## config.mk

```make
export PLATFORM = sky130hd
export DESIGN_NAME = berger_zero_bist_ctrl
export DESIGN_NICKNAME = d
export VERILOG_FILES = /design/src/rtl/berger_pkg.sv /design/src/rtl/berger_bist_checker.sv /design/src/rtl/berger_zero_bist_ctrl.sv
export SDC_FILE = /design/constraint.sdc
export NUM_CORES = 1
export LEC_CHECK = 0
export CORE_MARGIN = 4
export CORE_UTILIZATION = 46
export CTS_CLUSTER_SIZE = 40
export DETAILED_ROUTE_END_ITERATION = 12
export PLACE_DENSITY = 0.9
export SETUP_SLACK_MARGIN = 0.05
export SLEW_MARGIN = 5
export SYNTH_ARGS = -nofsm -noshare
export SYNTH_HDL_FRONTEND = slang
export SYNTH_SLANG_ARGS = --single-unit
```

## constraint.sdc

```tcl
create_clock -name clk -period 2 [get_ports clk]
set_input_delay 0.6 -clock clk [delete_from_list [all_inputs] [get_ports clk]]
set_output_delay 0.6 -clock clk [all_outputs]
set_load 0.02 [all_outputs]
```

## src/rtl/berger_pkg.sv

```systemverilog
// Shared definitions for the Berger-zero memory BIST controller and its benches.
package berger_pkg;

    // Controller state encoding
    localparam logic [2:0] ST_IDLE = 3'd0;
    localparam logic [2:0] ST_WR   = 3'd1;
    localparam logic [2:0] ST_RD   = 3'd2;
    localparam logic [2:0] ST_CHK  = 3'd3;
    localparam logic [2:0] ST_DONE = 3'd4;

    // Phase-0 pattern; phase 1 writes its complement so every cell toggles
    localparam logic [7:0] BERGER_PATTERN = 8'hA5;

endpackage

```

## src/rtl/berger_bist_checker.sv

```systemverilog
// Read-back checker: compares against the phase pattern, counts failing
// reads, keeps the sticky Berger flag and captures the first failure.
module berger_bist_checker
    import berger_pkg::*;
#(
    parameter int              ADDR_W  = 4,
    parameter int              DATA_W  = 8,
    parameter logic [DATA_W-1:0] PATTERN = DATA_W'(BERGER_PATTERN)
) (
    input  logic              clk,
    input  logic              rst,
    input  logic              chk_en,
    input  logic              clr,
    input  logic              ph,
    input  logic [ADDR_W-1:0] a,
    input  logic [DATA_W-1:0] rd_data,
    input  logic              err,
    output logic [ADDR_W+1:0] err_count,
    output logic              berger_err_seen,
    output logic              first_err_valid,
    output logic [ADDR_W-1:0] first_err_addr,
    output logic              first_err_phase
);

    logic [DATA_W-1:0] expected;
    logic              fail;

    // A mismatch and a decoder flag on the same read count as one failure
    always_comb begin
        expected = ph ? ~PATTERN : PATTERN;
        fail     = chk_en && ((rd_data != expected) || err);
    end

    // Result registers, cleared by reset or by an accepted start
    always_ff @(posedge clk) begin
        if (rst || clr) begin
            err_count       <= '0;
            berger_err_seen <= 1'b0;
            first_err_valid <= 1'b0;
            first_err_addr  <= '0;
            first_err_phase <= 1'b0;
        end else if (fail) begin
            err_count       <= err_count + 1'b1;
            berger_err_seen <= berger_err_seen | err;
            if (!first_err_valid) begin
                first_err_valid <= 1'b1;
                first_err_addr  <= a;
                first_err_phase <= ph;
            end
        end
    end

endmodule

```

## src/rtl/berger_zero_bist_ctrl.sv

```systemverilog
// Two-phase pattern BIST sequencer for the Berger-zero protected memory.
//
// state | meaning
// IDLE  | waiting for start, results held
// WR    | writing the phase pattern at address a, one word per cycle
// RD    | read address a held while the read latency elapses
// CHK   | read data valid for address a, compared by the checker
// DONE  | one-cycle done pulse, pass registered
module berger_zero_bist_ctrl
    import berger_pkg::*;
#(
    parameter int              ADDR_W  = 4,
    parameter int              DATA_W  = 8,
    parameter int              DEPTH   = 16,
    parameter int              RD_LAT  = 1,
    parameter logic [DATA_W-1:0] PATTERN = DATA_W'(BERGER_PATTERN)
) (
    input  logic              clk,
    input  logic              rst,
    input  logic              start,
    output logic              mem_wr_en,
    output logic [ADDR_W-1:0] mem_addr,
    output logic [DATA_W-1:0] mem_wr_data,
    input  logic [DATA_W-1:0] mem_rd_data,
    input  logic              mem_err,
    output logic              busy,
    output logic              done,
    output logic              pass,
    output logic [ADDR_W+1:0] err_count,
    output logic              berger_err_seen,
    output logic              first_err_valid,
    output logic [ADDR_W-1:0] first_err_addr,
    output logic              first_err_phase
);

    localparam int LAT_W    = (RD_LAT > 1) ? $clog2(RD_LAT) : 1;
    localparam int LAT_LOAD = (RD_LAT > 0) ? RD_LAT - 1 : 0;
    localparam logic [ADDR_W-1:0] LAST_ADDR = ADDR_W'(DEPTH - 1);
    // With zero read latency the data is already valid, so RD is skipped
    localparam logic [2:0] ST_READ = (RD_LAT == 0) ? ST_CHK : ST_RD;

    logic [2:0]        state;
    logic              ph;
    logic [ADDR_W-1:0] a;
    logic [LAT_W-1:0]  lat_cnt;
    logic              accept;

    assign accept = (state == ST_IDLE) && start;

    // Sequencer: state, phase, address counter and read-latency down-counter
    always_ff @(posedge clk) begin
        if (rst) begin
            state   <= ST_IDLE;
            ph      <= 1'b0;
            a       <= '0;
            lat_cnt <= '0;
            pass    <= 1'b0;
        end else begin
            case (state)
                ST_IDLE: begin
                    if (start) begin
                        state <= ST_WR;
                        ph    <= 1'b0;
                        a     <= '0;
                        pass  <= 1'b0;
                    end
                end
                ST_WR: begin
                    if (a == LAST_ADDR) begin
                        a       <= '0;
                        lat_cnt <= LAT_W'(LAT_LOAD);
                        state   <= ST_READ;
                    end else begin
                        a <= a + 1'b1;
                    end
                end
                ST_RD: begin
                    if (lat_cnt == '0) begin
                        state <= ST_CHK;
                    end else begin
                        lat_cnt <= lat_cnt - 1'b1;
                    end
                end
                ST_CHK: begin
                    if (a != LAST_ADDR) begin
                        a       <= a + 1'b1;
                        lat_cnt <= LAT_W'(LAT_LOAD);
                        state   <= ST_READ;
                    end else if (!ph) begin
                        ph    <= 1'b1;
                        a     <= '0;
                        state <= ST_WR;
                    end else begin
                        state <= ST_DONE;
                    end
                end
                ST_DONE: begin
                    pass  <= (err_count == '0);
                    state <= ST_IDLE;
                end
                default: state <= ST_IDLE;
            endcase
        end
    end

    // Memory-side and status outputs decoded from the current state
    always_comb begin
        busy        = (state == ST_WR) || (state == ST_RD) || (state == ST_CHK);
        done        = (state == ST_DONE);
        mem_wr_en   = (state == ST_WR);
        mem_addr    = busy ? a : '0;
        mem_wr_data = mem_wr_en ? (ph ? ~PATTERN : PATTERN) : '0;
    end

    berger_bist_checker #(
        .ADDR_W  (ADDR_W),
        .DATA_W  (DATA_W),
        .PATTERN (PATTERN)
    ) u_checker (
        .clk             (clk),
        .rst             (rst),
        .chk_en          (state == ST_CHK),
        .clr             (accept),
        .ph              (ph),
        .a               (a),
        .rd_data         (mem_rd_data),
        .err             (mem_err),
        .err_count       (err_count),
        .berger_err_seen (berger_err_seen),
        .first_err_valid (first_err_valid),
        .first_err_addr  (first_err_addr),
        .first_err_phase (first_err_phase)
    );

endmodule

```

After elaboration in Yosys (flattened, before gate mapping)
Index checks and enable logic that the tools add are counted.
{"block": "totals", "input_bits": 12, "ff_bits": 23, "output_inout_bits": 29, "elab_cells": 68}
{"block": "op_classes", "bitwise_logic": 2, "eq_ne": 13, "add_sub_neg": 3, "muxes": 22, "reduce_logical": 18}
{"op": "4-bit two-way mux", "n": 5}
{"op": "8-bit two-way mux", "n": 2}
{"op": "3-bit two-way mux", "n": 5}
{"op": "3-bit case mux with 4 select lines", "n": 1}
{"op": "4-bit case mux with 3 select lines", "n": 1}
{"op": "3-bit AND reduction", "n": 4}
{"op": "2-bit != test (second input constant)", "n": 4}
{"op": "8-bit != test", "n": 1}
{"op": "6-bit by 1-bit adder with 6-bit output (second input constant)", "n": 1}
{"op": "3-bit by 2-bit equality test with 1-bit output (second input constant)", "n": 2}
{"op": "6-bit zero test", "n": 1}
{"op": "3-bit nonzero test", "n": 2}
{"op": "1-bit two-way mux", "n": 5}
{"op": "4-bit by 1-bit adder with 4-bit output (second input constant)", "n": 1}
{"op": "4-bit equality test (second input constant)", "n": 1}
{"op": "1-bit logical OR", "n": 4}
{"op": "4-bit != test (second input constant)", "n": 1}
{"op": "1-bit case mux with 2 select lines", "n": 2}
{"op": "2-bit AND reduction", "n": 2}
{"op": "2-bit nonzero test", "n": 2}
{"op": "3-bit by 1-bit equality test with 1-bit output (second input constant)", "n": 1}
{"op": "3-bit equality test (second input constant)", "n": 1}
{"op": "3-bit zero test", "n": 1}
{"op": "3-bit != test (second input constant)", "n": 1}
{"op": "6 further kinds", "n": 7}

Logic depth before layout (Yosys ltp)
Gate-level depths: netlist of run 1.
{"block": "depth", "depth_word": 5, "mapped_depth": 6, "ltp_nobuf": 5}

Cells and area by module
A second synthesis of run 1 with hierarchy kept.
{"block": "unflattened", "cells_unflattened": 151, "hier_area_um2": 1288.7}
{"module": "berger_bist_checker", "area_per_inst_um2": 666.9, "cells_per_inst": 73, "seq_area_each_um2": 260.2, "instances": 1}
{"module": "berger_zero_bist_ctrl", "area_per_inst_um2": 621.8, "cells_per_inst": 78, "seq_area_each_um2": 180.2, "instances": 1}

Worst setup path after synthesis of run 1
No wires, ideal clock.
{"block": "synth_timing", "path_kind": "register to output", "from": "register state[2]", "to": "output mem_wr_data[2]", "arrival_ns": 1.494, "path_stages_with_launch": 5, "t_required_ns": 1.400, "path_buffers": 2, "setup_slack_ns": -0.094, "cell_sequence": "dfxtp_1 > nand2b_1 > clkbuf_1 > nor3_1 > buf_4"}
{"block": "synth_between", "elab_chain_len": 2}
{"item": "from (decl)", "line": "berger_zero_bist_ctrl.sv:42", "text": "logic [2:0] state;"}
{"item": "from (signal assigned)", "line": "berger_zero_bist_ctrl.sv:53", "text": "state <= ST_IDLE;"}
{"item": "from (signal assigned)", "line": "berger_zero_bist_ctrl.sv:62", "text": "state <= ST_WR;"}
{"item": "from (signal assigned)", "line": "berger_zero_bist_ctrl.sv:72", "text": "state <= ST_READ;"}
{"item": "3-bit by 1-bit equality test with 1-bit output", "line": "berger_zero_bist_ctrl.sv:110", "text": "mem_wr_en = (state == ST_WR);"}
{"item": "8-bit two-way mux", "line": "berger_zero_bist_ctrl.sv:112", "text": "mem_wr_data = mem_wr_en ? (ph ? ~PATTERN : PATTERN) : '0;"}
{"item": "to (decl)", "line": "berger_zero_bist_ctrl.sv:23", "text": "output logic [DATA_W-1:0] mem_wr_data,"}
No other way between the ends.

Worst setup path in the final report of run 1
{"block": "layout_timing", "from": "input mem_rd_data[3]", "to": "register u_checker.err_count[2]"}
{"block": "layout_between", "elab_chain_len": 3}
{"item": "from (decl)", "line": "berger_zero_bist_ctrl.sv:24", "text": "input logic [DATA_W-1:0] mem_rd_data,"}
{"item": "8-bit != test", "line": "berger_bist_checker.sv:31", "text": "fail = chk_en && ((rd_data != expected) || err);"}
{"item": "1-bit logical OR", "line": "berger_bist_checker.sv:31"}
{"item": "1-bit logical AND", "line": "berger_bist_checker.sv:31"}
{"item": "to (signal assigned)", "line": "berger_bist_checker.sv:43", "text": "err_count <= err_count + 1'b1;"}
{"item": "to (decl)", "line": "berger_bist_checker.sv:18", "text": "output logic [ADDR_W+1:0] err_count,"}
No other way between the ends.
A chain may end at the register's enable or synchronous reset.

==> metrics, run 1 <==
status=completed; H-tree levels=1; Bufs and invs on worst path=1; initial antenna violation count=0; most frequent cells in the layout=buf_4 (30), dfxtp_1 (19), clkdlybuf4s50_1 (16); Sw Ratio=0.263; Root Driver=clkbuf_4; CP max-delay cell=clkdlybuf4s50_1; slowest stage delay, CP=0.44 ns; EDFF count, synth=0; CP max FO=4; Main synth FF type=dfxtp_1; Syn Std Cell Area=1290 um2; P&R area growth vs syn=50.9%; Die X=60.9 um; most common cell after layout, fill and taps aside=buf_4; deepest clock path buffer count=2; Die Area=3710 um2; clk_skew=0.00507 ns; FP Rows=18; ys async rst share=0; final setup violation count=0; IO Port Bufs=40; fin nets=227; max_cap viols=0; number of global-route vias before repair=1464; CTS tree=yes; fmax=0.514 GHz; WL/cell=17.4 um; Int Power=632 uW; sequential power share=0.520; antenna-violating nets left=0; Yosys warnings=0; Pleak=0.863 nW; largest net degree at the start of global routing=17; share of cells above drive strength 1=0.327; Clk pwr share=0.294; CP top delay family=simple AND/OR/NAND/NOR gates; fill cell count=203; worst-margin pin slew=0.533 ns; starting density of the core=0.502; max-slew violations=0; critical path type=input port to flip-flop; first-pass GRT wire length=6680 um; antenna cells=0; critical path launch point type=input port; Post-Route WL=4190 um; distinct cell type count after synthesis=43; Die Y=60.9 um; period utilisation layout=0.973; Peak VDD IR=0.372 mV; Slew headroom=0.644; register area share after synthesis=0.342; Total Power=857 uW; gr ovfl total=0; core area=2570 um2; Ports=41; worst skew pair latency=0.31 ns; Remaining DRCs=0; GR Util All Layers=0.238; CTS Hold Bufs=0; WP data arrival=2.16 ns; DRT Pass-1 Iters=4; area post-placement=1850 um2; critical path capture point type=flip-flop; Switch Pwr=226 uW; clock-pin slew on the worst setup and hold paths=0.12 ns; pwr dens=441 nW/um2; Vias=1463; RSZ-0062 raised after global routing=true; Logic pwr share=0.186; Req. time, crit path=2.22 ns; DRT iter0 DRCs=62; final hold violation count=0; drt via density=6.07; Synth Instances=153; syn_nets=168; CTS Buf Count=3; footprint of the multi-input gates=820 um2; Period minus WS final=1.95 ns; Synth Register Bits=22; sequential cell area=449 um2; post-DP HPWL=3060 um; Synth Area per Inst=8.42 um2; post-route cell area=1940 um2; worst min path class=flip-flop to flip-flop; GPL Wtd Cong=0.855; # clock sinks=22; critical path, cell by cell=clkdlybuf4s50_1, or2_2, or3_4, and4_1, o21a_1; final core occ=0.757
## worst paths after layout
check	cells after the start	start	slack, ns	to
max	5	mem_rd_data[3]	0.05	u_checker.err_count[2]
min	2	u_checker.first_err_addr[0]	0.48	u_checker.first_err_addr[0]
max reg2reg	6	state[1]	0.18	u_checker.err_count[5]
min reg2reg	2	u_checker.first_err_addr[0]	0.48	u_checker.first_err_addr[0]
## registers in the layout (all words and copies together), names as in the netlist
| signal | count |
|---|---|
| u_checker.first_err_valid | 1 |
| state | 3 |
| u_checker.err_count | 6 |
| u_checker.berger_err_seen | 1 |
| pass | 1 |
| ph | 1 |
| u_checker.first_err_phase | 1 |
| u_checker.first_err_addr | 4 |
| a | 4 |
## cell type report
type,count,area share
multi-input combinational,109,0.421
timing repair buffer,70,0.298
sequential,22,0.231
tap,30,0.0193
clock buffer,4,0.0187
inverter,6,0.0116
## through the flow
stage | instances | hold WS [ns] | TNS [ns] | setup WS (ns)
global placement | 234 | 0.440 | -2.36 | -0.229
floorplan | 153 | 0.471 | 0 | 0.108
detailed placement | 234 | 0.453 | -3.62 | -0.368
finish | 241 | 0.484 | 0 | 0.0543
global route | 241 | 0.530 | 0 | 0.00264
CTS | 239 | 0.472 | -0.0147 | -0.0147
## routing by layer
| layer | track usage | wire [um] |
|---|---|---|
| met1 | 0.281 | 1660 |
| met2 | 0.432 | 2120 |
| met3 | 0.0383 | 326 |
| met4 | 0.0867 | 82 |
| met5 | 0 | 0 |
## timing repair
item,in CTS,in global routing
cloned,0,1
setup buffers,1,1
gates resized for setup,65,26
hold endpoints to repair,0,0
setup endpoints to repair,24,18
pin swaps,1,4
## cells in the mapped netlist, types with 2 or more instances
cell type	instances	area (um2)
dfxtp_1	22	440
nor2_1	11	41.3
nand2_1	8	30.0
a21oi_1	7	35.0
and2_1	7	43.8
buf_4	7	52.6
nand3_1	7	35.0
nand4_1	7	43.8
nor3_1	7	35.0
inv_1	6	22.5
a21boi_1	5	37.5
clkbuf_1	5	18.8
o21ai_0	5	25.0
o311ai_0	4	35.0
o31ai_1	4	30.0
a31oi_1	3	18.8
buf_2	3	15.0
ha_1	3	37.5
nand3b_1	3	22.5
or4_1	3	22.5
and4_1	2	17.5
nand4bb_1	2	22.5
or3_1	2	12.5
## power by group through the flow
stage	sequential, mW	clock [mW]	combinational (mW)
2_1_floorplan	0.454	0	0.0745
3_3_place_gp	0.456	0	0.142
3_5_place_dp	0.456	0	0.147
4_1_cts	0.448	0.257	0.146
5_1_grt	0.446	0.272	0.171
6_report	0.446	0.252	0.159
## cells by family after synthesis
kind of cell	share of synthesized area
AO/OA/AOI/OAI	0.206
flip-flops	0.342
AND/OR/NAND/NOR	0.323
XOR/XNOR	0.00680
adder cells (fa/ha/maj)	0.0291
buffers and inverters	0.0932
## tightest hold or removal path, cell delays in order (launching register included)
cell      delay (ns)
dfxtp_1         0.33
o311ai_1        0.06
nand2_1         0.05
Note: power is estimated with default switching activity, not from simulation.
==> run 2, diff against run 1 <==
--- a/config.mk
+++ b/config.mk
@@ -14,4 +14,5 @@
 export SLEW_MARGIN = 5
 export SYNTH_ARGS = -nofsm -noshare
 export SYNTH_HDL_FRONTEND = slang
+export SYNTH_HIERARCHICAL = 1
 export SYNTH_SLANG_ARGS = --single-unit
==> run 2 against run 1 <==
  * Combinational power rose by 13%
  * Cell count shrank 1.7%
  * Design area is 1.1% higher
  * Count of clock-buffer cells in the layout decreased by 1
  * Critical path type unchanged
==> metrics, run 2 <==
Sw Ratio=0.255; synth top area cells=dfxtp_1 (34%), a21oi_1 (4.7%), buf_4 (4.1%), o31ai_1 (4.1%), nor2_1 (3.8%); Yosys warnings=6; Largest Register=u_checker/err_count; period utilisation layout=0.987; most common cell after layout, fill and taps aside=buf_4; CTS Buf Count=3; status=completed; Critical R2R Launch=state[1]; fmax=0.507 GHz; Die Area=3710 um2; Remaining DRCs=0; number of global-route vias before repair=1463; DRT Pass-1 Iters=4; pwr dens=501 nW/um2; Ports=41; post-route cell area=1970 um2; register area share after synthesis=0.342; gr ovfl total=0; Period minus WS final=1.97 ns; first-pass GRT wire length=6710 um; antenna-violating nets left=0; Synth Area per Inst=8.53 um2; Syn Std Cell Area=1290 um2; Vias=1505; worst min path class=flip-flop to flip-flop; Reg2Reg Depth=9; Logic pwr share=0.182; Main synth FF type=dfxtp_1; Clk pwr share=0.359; post-DP HPWL=2940 um; largest net degree at the start of global routing=14; clock-pin slew on the worst setup and hold paths=0.14 ns; final setup violation count=0; GPL Wtd Cong=0.873; core area=2570 um2; GR Util All Layers=0.243; deepest clock path buffer count=2; starting density of the core=0.502; final core occ=0.766; fin nets=222; Die Y=60.9 um; worst-margin pin slew=0.392 ns; worst skew pair latency=0.32 ns; CTS Hold Bufs=0; syn_nets=165; critical path capture point type=flip-flop; ys async rst share=0; distinct cell type count after synthesis=49; WP data arrival=2.24 ns; # clock sinks=22; Hold Crit Depth=2; WL/cell=19.3 um; share of cells above drive strength 1=0.338; Post-Route WL=4570 um; RR Endpoint=u_checker/err_count[0]; max-slew violations=0; max reg flops=6; Int Power=734 uW; final hold violation count=0; fill cell count=176; Slew headroom=0.738; Min Hold Slack=0.483 ns; Synth Register Bits=22; FP Rows=18; footprint of the multi-input gates=863 um2; Pleak=0.856 nW; Peak VDD IR=0.358 mV; DRT iter0 DRCs=123; initial antenna violation count=0; Root Driver=clkbuf_4; CP max FO=6; Req. time, crit path=2.26 ns; H-tree levels=1; setup slack, reg-to-reg=0.10 ns; RSZ-0062 raised after global routing=true; Total Power=985 uW; Regs by FF count=u_checker/err_count (6), a (4), u_checker/first_err_addr (4); P&R area growth vs syn=52.5%; sequential cell area=449 um2; critical path type=input port to flip-flop; max_cap viols=0; EDFF count, synth=0; Yosys top cell by area=dfxtp_1; critical path launch point type=input port; Commonest cells post-synth=dfxtp_1 (22), nor2_1 (13), a21oi_1 (12), nand3_1 (9); drt via density=6.35; Die X=60.9 um; WHS Endpoint=u_checker/first_err_phase; CTS tree=yes; antenna cells=0; Switch Pwr=251 uW; Synth Instances=151; area post-placement=1830 um2; sequential power share=0.459; most frequent cells in the layout=buf_4 (26), dfxtp_1 (19), clkdlybuf4s50_1 (13); IO Port Bufs=40; clk_skew=0.0120 ns; Synth top area share=0.342; hold path start=u_checker/first_err_phase; most common cell in the netlist=dfxtp_1
-- run 2: cell count changes in the layout (fill, tap and decap cells not counted), moves of 3 or more --
cell / change
and3_4: +3
nand2_1: -4
o31ai_1: +3
nand4_1: -5
a21boi_1: -5
o311ai_1: -3
buf_2: -3
clkdlybuf4s50_1: -3
nand2b_1: +5
clkbuf_2: +3
buf_4: -4
nor2_1: +3
a21oi_1: +4
nor2_2: -3
-- run 2: logic make-up (layout without fill, tap and decap cells) --
group / after synthesis / count (layout) / share of synthesized area
AND/OR/NAND/NOR: 67 / 68 / 0.319
AO/OA/AOI/OAI: 38 / 38 / 0.213
flip-flops: 22 / 22 / 0.342
buffers and inverters: 19 / 74 / 0.0854
adder cells (fa/ha/maj): 2 / 2 / 0.0194
XOR/XNOR: 2 / 2 / 0.0136
multiplexers: 1 / 1 / 0.00777
-- run 2: worst max-delay path: stages --
cell,delay (ns)
clkdlybuf4s50_1,0.43
nand4bb_4,0.27
o41ai_4,0.32
buf_4,0.21
buf_4,0.12
o21ai_0,0.10
a21oi_1,0.18
-- run 2: repair_timing --
| action | CTS | global route |
|---|---|---|
| cloned | 0 | 1 |
| setup buffers | 2 | 0 |
| pin swaps | 1 | 7 |
| hold endpoints to repair | 0 | 0 |
| endpoints found under the setup margin | 23 | 29 |
| resized for setup | 64 | 36 |
-- run 2: how the worst max path moves through the flow --
stage | end | startpoint | depth (start not counted)
after floorplan | mem_addr[0] | state[1] | 4
after global placement | u_checker/err_count[5] | mem_err | 5
after detailed placement | u_checker/err_count[5] | mem_err | 5
after CTS | mem_addr[1] | state[2] | 4
after global routing | berger_err_seen | u_checker/berger_err_seen | 1
final | u_checker/err_count[0] | mem_rd_data[0] | 7
-- run 2: power groups by stage --
stage          registers (mW)  clock network [mW]  logic, mW
4_1_cts                 0.451               0.357      0.163
3_3_place_gp            0.460                   0      0.162
2_1_floorplan           0.459                   0     0.0840
3_5_place_dp            0.461                   0      0.169
5_1_grt                 0.454               0.391      0.190
6_report                0.452               0.354      0.179
-- run 2: per-stage QoR --
step | cells | TNS (ns) | worst slack [ns]
2_1_floorplan | 151 | 0 | 0.181
3_3_place_gp | 230 | -1.34 | -0.179
3_5_place_dp | 230 | -2.44 | -0.239
4_1_cts | 236 | 0 | 0.0125
5_1_grt | 237 | -0.0144 | -0.00976
6_report | 237 | 0 | 0.0262
-- run 2: layout make-up --
type | count | area share
multi-input combinational | 111 | 0.439
clock buffer | 3 | 0.0115
clock inverter | 1 | 0.0153
tap | 30 | 0.0191
sequential | 22 | 0.229
timing repair buffer | 65 | 0.277
inverter | 5 | 0.00955
-- run 2: layer usage --
| layer | share of wire | track usage |
|---|---|---|
| met3 | 0.072 | 0.0298 |
| met2 | 0.50 | 0.418 |
| met5 | 0 | 0 |
| met4 | 0.035 | 0.149 |
| met1 | 0.39 | 0.286 |
